<file path="config.mk">
export PLATFORM = sky130hd
export DESIGN_NAME = freeze_recovery
export DESIGN_NICKNAME = d
export VERILOG_FILES = /design/src/rtl/freeze_recovery_pkg.sv /design/src/rtl/freeze_recovery_slew_step.sv /design/src/rtl/freeze_recovery.sv
export SDC_FILE = /design/constraint.sdc
export NUM_CORES = 1
export LEC_CHECK = 0
export ABC_AREA = 1
export ABC_CLOCK_PERIOD_IN_PS = 3300
export BUFFER_PORTS_ARGS = -buffer_cell sky130_fd_sc_hd__buf_4
export CORE_ASPECT_RATIO = 1.4
export CORE_MARGIN = 5
export CORE_UTILIZATION = 49
export CTS_CLUSTER_DIAMETER = 200
export DETAILED_ROUTE_END_ITERATION = 6
export GPL_TIMING_DRIVEN = 0
export PLACE_DENSITY = 0.7
export SYNTH_ARGS = -nofsm -noshare
export SYNTH_HDL_FRONTEND = slang
export SYNTH_SLANG_ARGS = --single-unit
</file>
<file path="constraint.sdc">
create_clock -name clk -period 3.3 [get_ports clk]
set_input_delay 0.66 -clock clk [delete_from_list [all_inputs] [get_ports clk]]
set_output_delay 0.66 -clock clk [all_outputs]
set_load 0.03 [all_outputs]
</file>
<file path="src/rtl/freeze_recovery_pkg.sv">
// Shared types and constants for the freeze recovery block on the ECG sample path.
package freeze_recovery_pkg;

  localparam int DATA_W = 16;
  localparam logic [15:0] CNT_MAX = 16'hFFFF;

  typedef enum logic [1:0] {
    ST_PASS = 2'd0,
    ST_HOLD = 2'd1,
    ST_RAMP = 2'd2
  } state_e;

endpackage

</file>
<file path="src/rtl/freeze_recovery_slew_step.sv">
// One slew-limited step from cur toward target, using 17-bit difference arithmetic.
module slew_step
  import freeze_recovery_pkg::*;
#(
  parameter int MAX_STEP = 256
) (
  input  logic signed [DATA_W-1:0] cur_i,
  input  logic signed [DATA_W-1:0] target_i,
  output logic signed [DATA_W-1:0] next_o,
  output logic                     on_target_o
);

  localparam logic signed [DATA_W:0]   STEP17 = 17'(MAX_STEP);
  localparam logic        [DATA_W-1:0] STEP16 = 16'(MAX_STEP);

  logic signed [DATA_W:0] diff;

  // A clamped step never passes the target, so the 16-bit result cannot wrap.
  always_comb begin
    diff        = {target_i[DATA_W-1], target_i} - {cur_i[DATA_W-1], cur_i};
    on_target_o = (diff <= STEP17) && (diff >= -STEP17);
    if (on_target_o) begin
      next_o = target_i;
    end else if (diff > 0) begin
      next_o = cur_i + STEP16;
    end else begin
      next_o = cur_i - STEP16;
    end
  end

endmodule

</file>
<file path="src/rtl/freeze_recovery.sv">
// Substitutes the last good sample while freeze is high, then slew-limits back to the live signal.
module freeze_recovery
  import freeze_recovery_pkg::*;
#(
  parameter int MAX_STEP = 256,
  parameter int SETTLE   = 16
) (
  input  logic                     clk,
  input  logic                     rst_n,
  input  logic                     in_valid,
  input  logic signed [DATA_W-1:0] in_sample,
  input  logic                     freeze,
  output logic                     out_valid,
  output logic signed [DATA_W-1:0] out_sample,
  output logic [1:0]               state,
  output logic                     recovering,
  output logic [15:0]              event_count
);

  localparam logic [7:0] SETTLE_CNT = 8'(SETTLE);

  state_e                   state_q, state_d;
  logic                     out_valid_q;
  logic signed [DATA_W-1:0] out_sample_q, out_sample_d;
  logic signed [DATA_W-1:0] last_good_q, last_good_d;
  logic signed [DATA_W-1:0] cur_q, cur_d;
  logic [7:0]               settle_q, settle_d;
  logic [15:0]              event_q, event_d;
  logic signed [DATA_W-1:0] step_next;
  logic                     step_on;

  slew_step #(.MAX_STEP(MAX_STEP)) u_step (
    .cur_i       (cur_q),
    .target_i    (in_sample),
    .next_o      (step_next),
    .on_target_o (step_on)
  );

  always_ff @(posedge clk or negedge rst_n) begin
    if (!rst_n) begin
      state_q      <= ST_PASS;
      out_valid_q  <= 1'b0;
      out_sample_q <= '0;
      last_good_q  <= '0;
      cur_q        <= '0;
      settle_q     <= '0;
      event_q      <= '0;
    end else begin
      state_q      <= state_d;
      out_valid_q  <= in_valid;
      out_sample_q <= out_sample_d;
      last_good_q  <= last_good_d;
      cur_q        <= cur_d;
      settle_q     <= settle_d;
      event_q      <= event_d;
    end
  end

  // Freeze is examined before in_valid in every state, so it wins on simultaneous events.
  always_comb begin
    state_d      = state_q;
    out_sample_d = out_sample_q;
    last_good_d  = last_good_q;
    cur_d        = cur_q;
    settle_d     = settle_q;
    event_d      = event_q;
    case (state_q)
      ST_PASS: begin
        if (freeze) begin
          state_d = ST_HOLD;
          if (event_q != CNT_MAX) event_d = event_q + 16'd1;
          if (in_valid) out_sample_d = last_good_q;
        end else if (in_valid) begin
          out_sample_d = in_sample;
          last_good_d  = in_sample;
        end
      end
      ST_HOLD: begin
        if (!freeze) begin
          state_d  = ST_RAMP;
          cur_d    = last_good_q;
          settle_d = '0;
        end else if (in_valid) begin
          out_sample_d = last_good_q;
        end
      end
      ST_RAMP: begin
        if (freeze) begin
          state_d     = ST_HOLD;
          last_good_d = cur_q;
          if (in_valid) out_sample_d = cur_q;
        end else if (in_valid) begin
          cur_d        = step_next;
          last_good_d  = step_next;
          out_sample_d = step_next;
          if (step_on) begin
            settle_d = settle_q + 8'd1;
            if (settle_q + 8'd1 == SETTLE_CNT) begin
              state_d      = ST_PASS;
              out_sample_d = in_sample;
            end
          end else begin
            settle_d = '0;
          end
        end
      end
      default: state_d = ST_PASS;
    endcase
  end

  assign out_valid   = out_valid_q;
  assign out_sample  = out_sample_q;
  assign state       = state_q;
  assign recovering  = (state_q == ST_RAMP);
  assign event_count = event_q;

endmodule
</file>
# Word-level counts from Yosys, hierarchy flattened
# Index checks and enable logic that the tools add are counted.
[classes] addsub=5 order_cmp=3 n_eq_ne=15 n_mux=31 n_reduce_logical=10
[ops] op="$mux W16" n=16
[ops] op="$pmux W16 S2" n=2
[ops] op="$pmux W16 S3" n=1
[ops] op="$mux W8" n=4
[ops] op="$ge A17 B9 Y1 const B" n=1
[ops] op="$gt A17 B1 Y1 const B" n=1
[ops] op="$le A17 B10 Y1 const B" n=1
[ops] op="$sub A16 B16 Y17" n=1
[ops] op="$add A16 B1 Y16 const B" n=1
[ops] op="$add A16 B9 Y16 const B" n=1
[ops] op="$ne A16 B16 Y1 const B" n=1
[ops] op="$pmux W8 S2" n=1
[ops] op="$sub A16 B9 Y16 const B" n=1
[ops] op="$ne A2 B2 Y1 const B" n=7
[ops] op="$mux W2" n=6
[ops] op="$reduce_and A4 Y1" n=3
[ops] op="$add A8 B1 Y8 const B" n=1
[ops] op="$eq A8 B5 Y1 const B" n=1
[ops] op="$ne A3 B2 Y1 const B" n=2
[ops] op="$ne A3 B3 Y1 const B" n=2
[ops] op="$pmux W2 S3" n=1
[ops] op="$reduce_and A5 Y1" n=1
[ops] op="$reduce_bool A2 Y1" n=2
[ops] op="$reduce_and A3 Y1" n=1
[ops] op="other kinds (5)" n=5
[totals] reg_bits=75 in_bits=20 output_inout_bits=36 wordCells=71

# Logic depth before layout (Yosys ltp)
[depth] word_depth=9 ltp_mapped=31 mapped_depth_nobuf=31

# Hierarchy
# A second synthesis with hierarchy kept.
[hier_totals] cells_unflattened=1024 area_unflattened_um2=6521.3
[by_module_without_submodules] mod="freeze_recovery" instances=1 cells_per_inst=655 area_each_um2=4658.2 seq_area_each_um2=1876.8
[by_module_without_submodules] mod="slew_step" instances=1 cells_per_inst=369 area_each_um2=1863.0 seq_area_each_um2=0.0

# Worst setup path before layout
# Ideal clock, no wire load.
[synth_path] path_kind="input-to-reg" from="input in_sample[0]" to="register last_good_q[14]" setup_time_ps=120 arrival_time_ps=3876 required_time_ps=3180 path_slack_ps=-695 cell_stages=29 path_buffers=0 path_cell_list="inv_1 -> ha_1 -> fa_1 -> inv_1 -> nand2_1 -> nand2_1 -> nand3_1 -> nand2_1 -> nand2_1 -> nand2_1 -> nand2_1 -> nand2_1 -> nand2_1 -> nor2_2 -> nand3_1 -> nand2_1 -> inv_1 -> fa_1 -> nand3b_1 -> and2_1 -> inv_1 -> a21oi_1 -> o21ai_0 -> xnor2_1 -> o21ai_2 -> nand2_2 -> nand3_1 -> o21ai_0 -> inv_1"
[synth_via] elab_chain_len=7 elab_cells_between_ends=10 cone_classes="add/sub: 1; order compare: 3; mux: 5; reduce/logical: 1"
[synth_rtl] item="start, declared" line_no="freeze_recovery.sv:11" rtl="input logic signed [DATA_W-1:0] in_sample,"
[synth_rtl] item="$sub A16 B16 Y17 *" line_no="freeze_recovery_slew_step.sv:20" rtl="diff = {target_i[DATA_W-1], target_i} - {cur_i[DATA_W-1], cur_i};"
[synth_rtl] item="$gt A17 B1 Y1, or another cell as far along" line_no="freeze_recovery_slew_step.sv:24" rtl="end else if (diff > 0) begin"
[synth_rtl] item="$mux W16 or $logic_and A1 B1 Y1 (tied branches)" line_no="freeze_recovery_slew_step.sv:24, freeze_recovery_slew_step.sv:21"
[synth_rtl] item="$mux W16 *" line_no="freeze_recovery_slew_step.sv:22" rtl="if (on_target_o) begin"
[synth_rtl] item="$mux W16 *" line_no="freeze_recovery.sv:92" rtl="end else if (in_valid) begin"
[synth_rtl] item="$mux W16 *" line_no="freeze_recovery.sv:88" rtl="if (freeze) begin"
[synth_rtl] item="$pmux W16 S2 *" line_no="freeze_recovery.sv:67" rtl="case (state_q)"
[synth_rtl] item="end signal, assigned" line_no="freeze_recovery.sv:52" rtl="last_good_q <= last_good_d;"
[synth_rtl] item="end, declared" line_no="freeze_recovery.sv:25" rtl="logic signed [DATA_W-1:0] last_good_q, last_good_d;"
# Every way passes the cells marked *; elsewhere a longest branch is shown, timed or not. The select of a mux whose other input is x is not followed.
# A chain may end at the register's enable or synchronous reset.

# Final worst setup path
[layout_path] from="register cur_q[0]" to="register last_good_q[14]"
[layout_via] elab_chain_len=7 elab_cells_between_ends=12 cone_classes="add/sub: 3; order compare: 3; mux: 5; reduce/logical: 1"
[layout_rtl] item="start, declared" line_no="freeze_recovery.sv:26" rtl="logic signed [DATA_W-1:0] cur_q, cur_d;"
[layout_rtl] item="start signal, assigned" line_no="freeze_recovery.sv:53" rtl="cur_q <= cur_d;"
[layout_rtl] item="$sub A16 B16 Y17" line_no="freeze_recovery_slew_step.sv:20"
[layout_rtl] item="$gt A17 B1 Y1, or another cell as far along" line_no="freeze_recovery_slew_step.sv:24"
[layout_rtl] item="$mux W16 or $logic_and A1 B1 Y1 (tied branches)" line_no="freeze_recovery_slew_step.sv:24, freeze_recovery_slew_step.sv:21"
[layout_rtl] item="$mux W16 *" line_no="freeze_recovery_slew_step.sv:22"
[layout_rtl] item="$mux W16 *" line_no="freeze_recovery.sv:92"
[layout_rtl] item="$mux W16 *" line_no="freeze_recovery.sv:88"
[layout_rtl] item="$pmux W16 S2 *" line_no="freeze_recovery.sv:67"
# Marks and branches as above.

==> summary.txt <==
Outcome -> finished, violations left
Failing checks -> negative setup slack
Synthesized area -> 0.006077 mm^2
Post-Synthesis Net Count -> 963
DP Worst Slack -> -1124 ps
DR WL/cell -> 16.00 um
Clock sink total -> 75
Largest net degree at the start of global routing -> 76
Initial antenna violation count -> 0
Initial Utilization -> 49.60%
R2r startpoint -> cur_q[0]
Routed vias -> 6232
Final-stage net count -> 1049
Final Setup Violations -> 14
Clock tree buffer depth -> 2
Max Slew Vio Count -> 0
Most frequent cells in the layout -> 256 x nand2_1, 118 x inv_1, 73 x buf_4, 72 x dfrtp_1, 68 x a21oi_1
Power Density -> 1146 mW/mm^2
Synth unique cells -> 38
Synthesis Warnings -> 0
Worst Hold Slack -> 460.2 ps
Worst EP arrival -> 3860 ps
RD Place Congestion -> 0.9144
N_diodes -> 0
Cell mode on critical path -> nand2_2
Clock Power Share -> 12.1%
Max_cap viols -> 0
Max VDD drop -> 0.0006857 V
Highest cell delay on the worst timing path -> 430 ps
Drt pass-1 iters -> 5
Post-route antenna net violation count -> 0
Vias in the first global route -> 6236
Clock Root Buffer -> clkbuf_16
P&R area growth vs syn -> 24.09%
Drt initial violations -> 438
Required time of the critical path -> 3520 ps
First-pass GRT wire length -> 29.88 mm
Slowest CP cell -> dfrtp_2
Die width -> 104.1 um
Buffers on Ports -> 55
H-tree depth -> 3
DIE AREA -> 0.01476 mm^2
Worst setup margin -> -338.4 ps
Critical Path Sink Type -> flip-flop
CP startpoint -> cur_q[0]
WS Path Type -> flip-flop to flip-flop
Final HPWL DP -> 14.13 mm
Slew @ Worst Pin -> 1165 ps
Clock transition at the registers of the reported paths -> 70 ps
Worst slew margin -> 21.71%
Clk_skew -> 11.70 ps
Fmax -> 274.8 MHz
NetSw -> 0.004354 W
Skew-Pair Late Insertion Delay -> 340 ps
Crit path time final -> 3638 ps
Hold_sp -> in_valid
Crit path max-delay family -> simple AND/OR/NAND/NOR gates
Crit Path Max Fanout -> 8
Gr usage total -> 24.89%
Setup TNS -> -3191 ps
Ports -> 56
Average size of a mapped cell -> 6.671 um^2
Comb power frac -> 69.4%
Static leakage -> 3.769 nW
Vias/cell -> 5.419
Final Cycle Share -> 110.3%
DRC errors left -> 0
Final core utilization -> 61.55%
Sequential area share after synthesis -> 30.88%
Gr ovfl total -> 0
Startpoint types -> flip-flop
Core ar. -> 0.01225 mm^2
RSZ-0062 raised after global routing -> yes
CTS tree -> yes
Seq pwr share -> 18.5%
Hold Vio Cnt, Final -> 0
Int Power -> 0.004285 W
Hold/Removal Path Class -> input port to flip-flop
Layout cells sized above 1 -> 21.20%
CTS buffer count -> 9
Most common cell after layout, fill and taps aside -> nand2_1
Post-synthesis register bit count -> 75
Die height -> 141.8 um
Sum of buffers and inverters on the critical path -> 4
Post-Route WL -> 18.40 mm
# rows -> 48
Sw Ratio -> 50.40%
Syn Inst Count -> 911
==> sequential cells by signal, summed over array words and instances, names as in the netlist <==
register     flops
state            2
out_valid        1
last_good_q     16
cur_q           16
out_sample      16
settle_q         8
event_count     16
==> final timing paths <==
kind / slack [ps] / end / depth (start not counted)
hold / removal: 460 / out_valid / 1
setup reg to reg: -340 / last_good_q[14] / 28
max in group asynchronous: 2170 / cur_q[10] / 1
min in group asynchronous: 470 / state[1] / 1
setup / recovery: -340 / last_good_q[14] / 28
hold reg to reg: 490 / last_good_q[5] / 2
==> timing repair <==
item | CTS | global route
endpoints found under the setup margin | 21 | 21
pin swaps | 19 | 13
hold buffers | 0 | 0
setup buffers | 11 | 9
gates resized for setup | 39 | 35
==> power groups by stage <==
stage	sequential (W)	combinational, W	clock (W)
3_5_place_dp	0.00161	0.00517	0
2_1_floorplan	0.00181	0.00361	0
5_1_grt	0.00164	0.00663	0.00111
3_3_place_gp	0.00160	0.00510	0
4_1_cts	0.00159	0.00565	0.00106
6_report	0.00160	0.00600	0.00105
==> cell type report <==
type | instances | area (um^2)
multi-input cells | 673 | 3894
clock inverters | 4 | 76.32
plain buffers | 30 | 166.4
clock buffers | 10 | 239.0
well taps | 150 | 187.7
flip-flops and latches | 75 | 1881
inverters | 133 | 518.0
repair buffers | 75 | 579.3
fillers | 1146 | 4711
==> synth_stat cells (all sizes together) <==
cell | number | area share (%)
o21ai | 70 | 6.4
ha | 30 | 6.2
nand4 | 8 | 1.1
nand2 | 290 | 19
and3 | 1 | 0.10
a21oi | 77 | 6.5
and2 | 4 | 0.41
nand3 | 76 | 6.7
inv | 131 | 8.1
nand3b | 4 | 0.49
nor4b | 1 | 0.14
o21bai | 1 | 0.12
xor2 | 16 | 2.3
dfrtp | 75 | 31
buf | 4 | 0.64
fa | 2 | 0.66
nor2 | 52 | 3.4
clkinv | 2 | 0.12
xnor2 | 8 | 1.2
nor3 | 8 | 0.84
o32ai | 1 | 0.14
clkbuf | 26 | 2.1
or2 | 1 | 0.10
a31oi | 2 | 0.45
o22ai | 21 | 2.2
==> cell families after synthesis <==
kind of cell	synth area share, %
flip-flops	30.88
XOR/XNOR	3.459
AO/OA/AOI/OAI	15.79
buffers and inverters	10.95
AND/OR/NAND/NOR	32.08
adder cells (fa/ha/maj)	6.836
==> routing by layer <==
metal / share of wire (%) / global-route usage (%) / wire length [um]
met2: 51 / 44.25 / 9418
met5: 0 / 0 / 0
met4: 5.1 / 14.53 / 947
met1: 39 / 27.58 / 7124
met3: 4.9 / 4.643 / 909
==> metrics by stage <==
step                      area [um^2]  power [W]  instances
after CTS                        7310   0.008294       1141
after detailed placement         6746   0.006776       1116
after floorplan                  6146   0.005423        911
after global routing             7541   0.009372       1150
after global placement           6746   0.006701       1116
final                            7541   0.008638       1150
No activity file was read; power rests on OpenSTA's default activity.
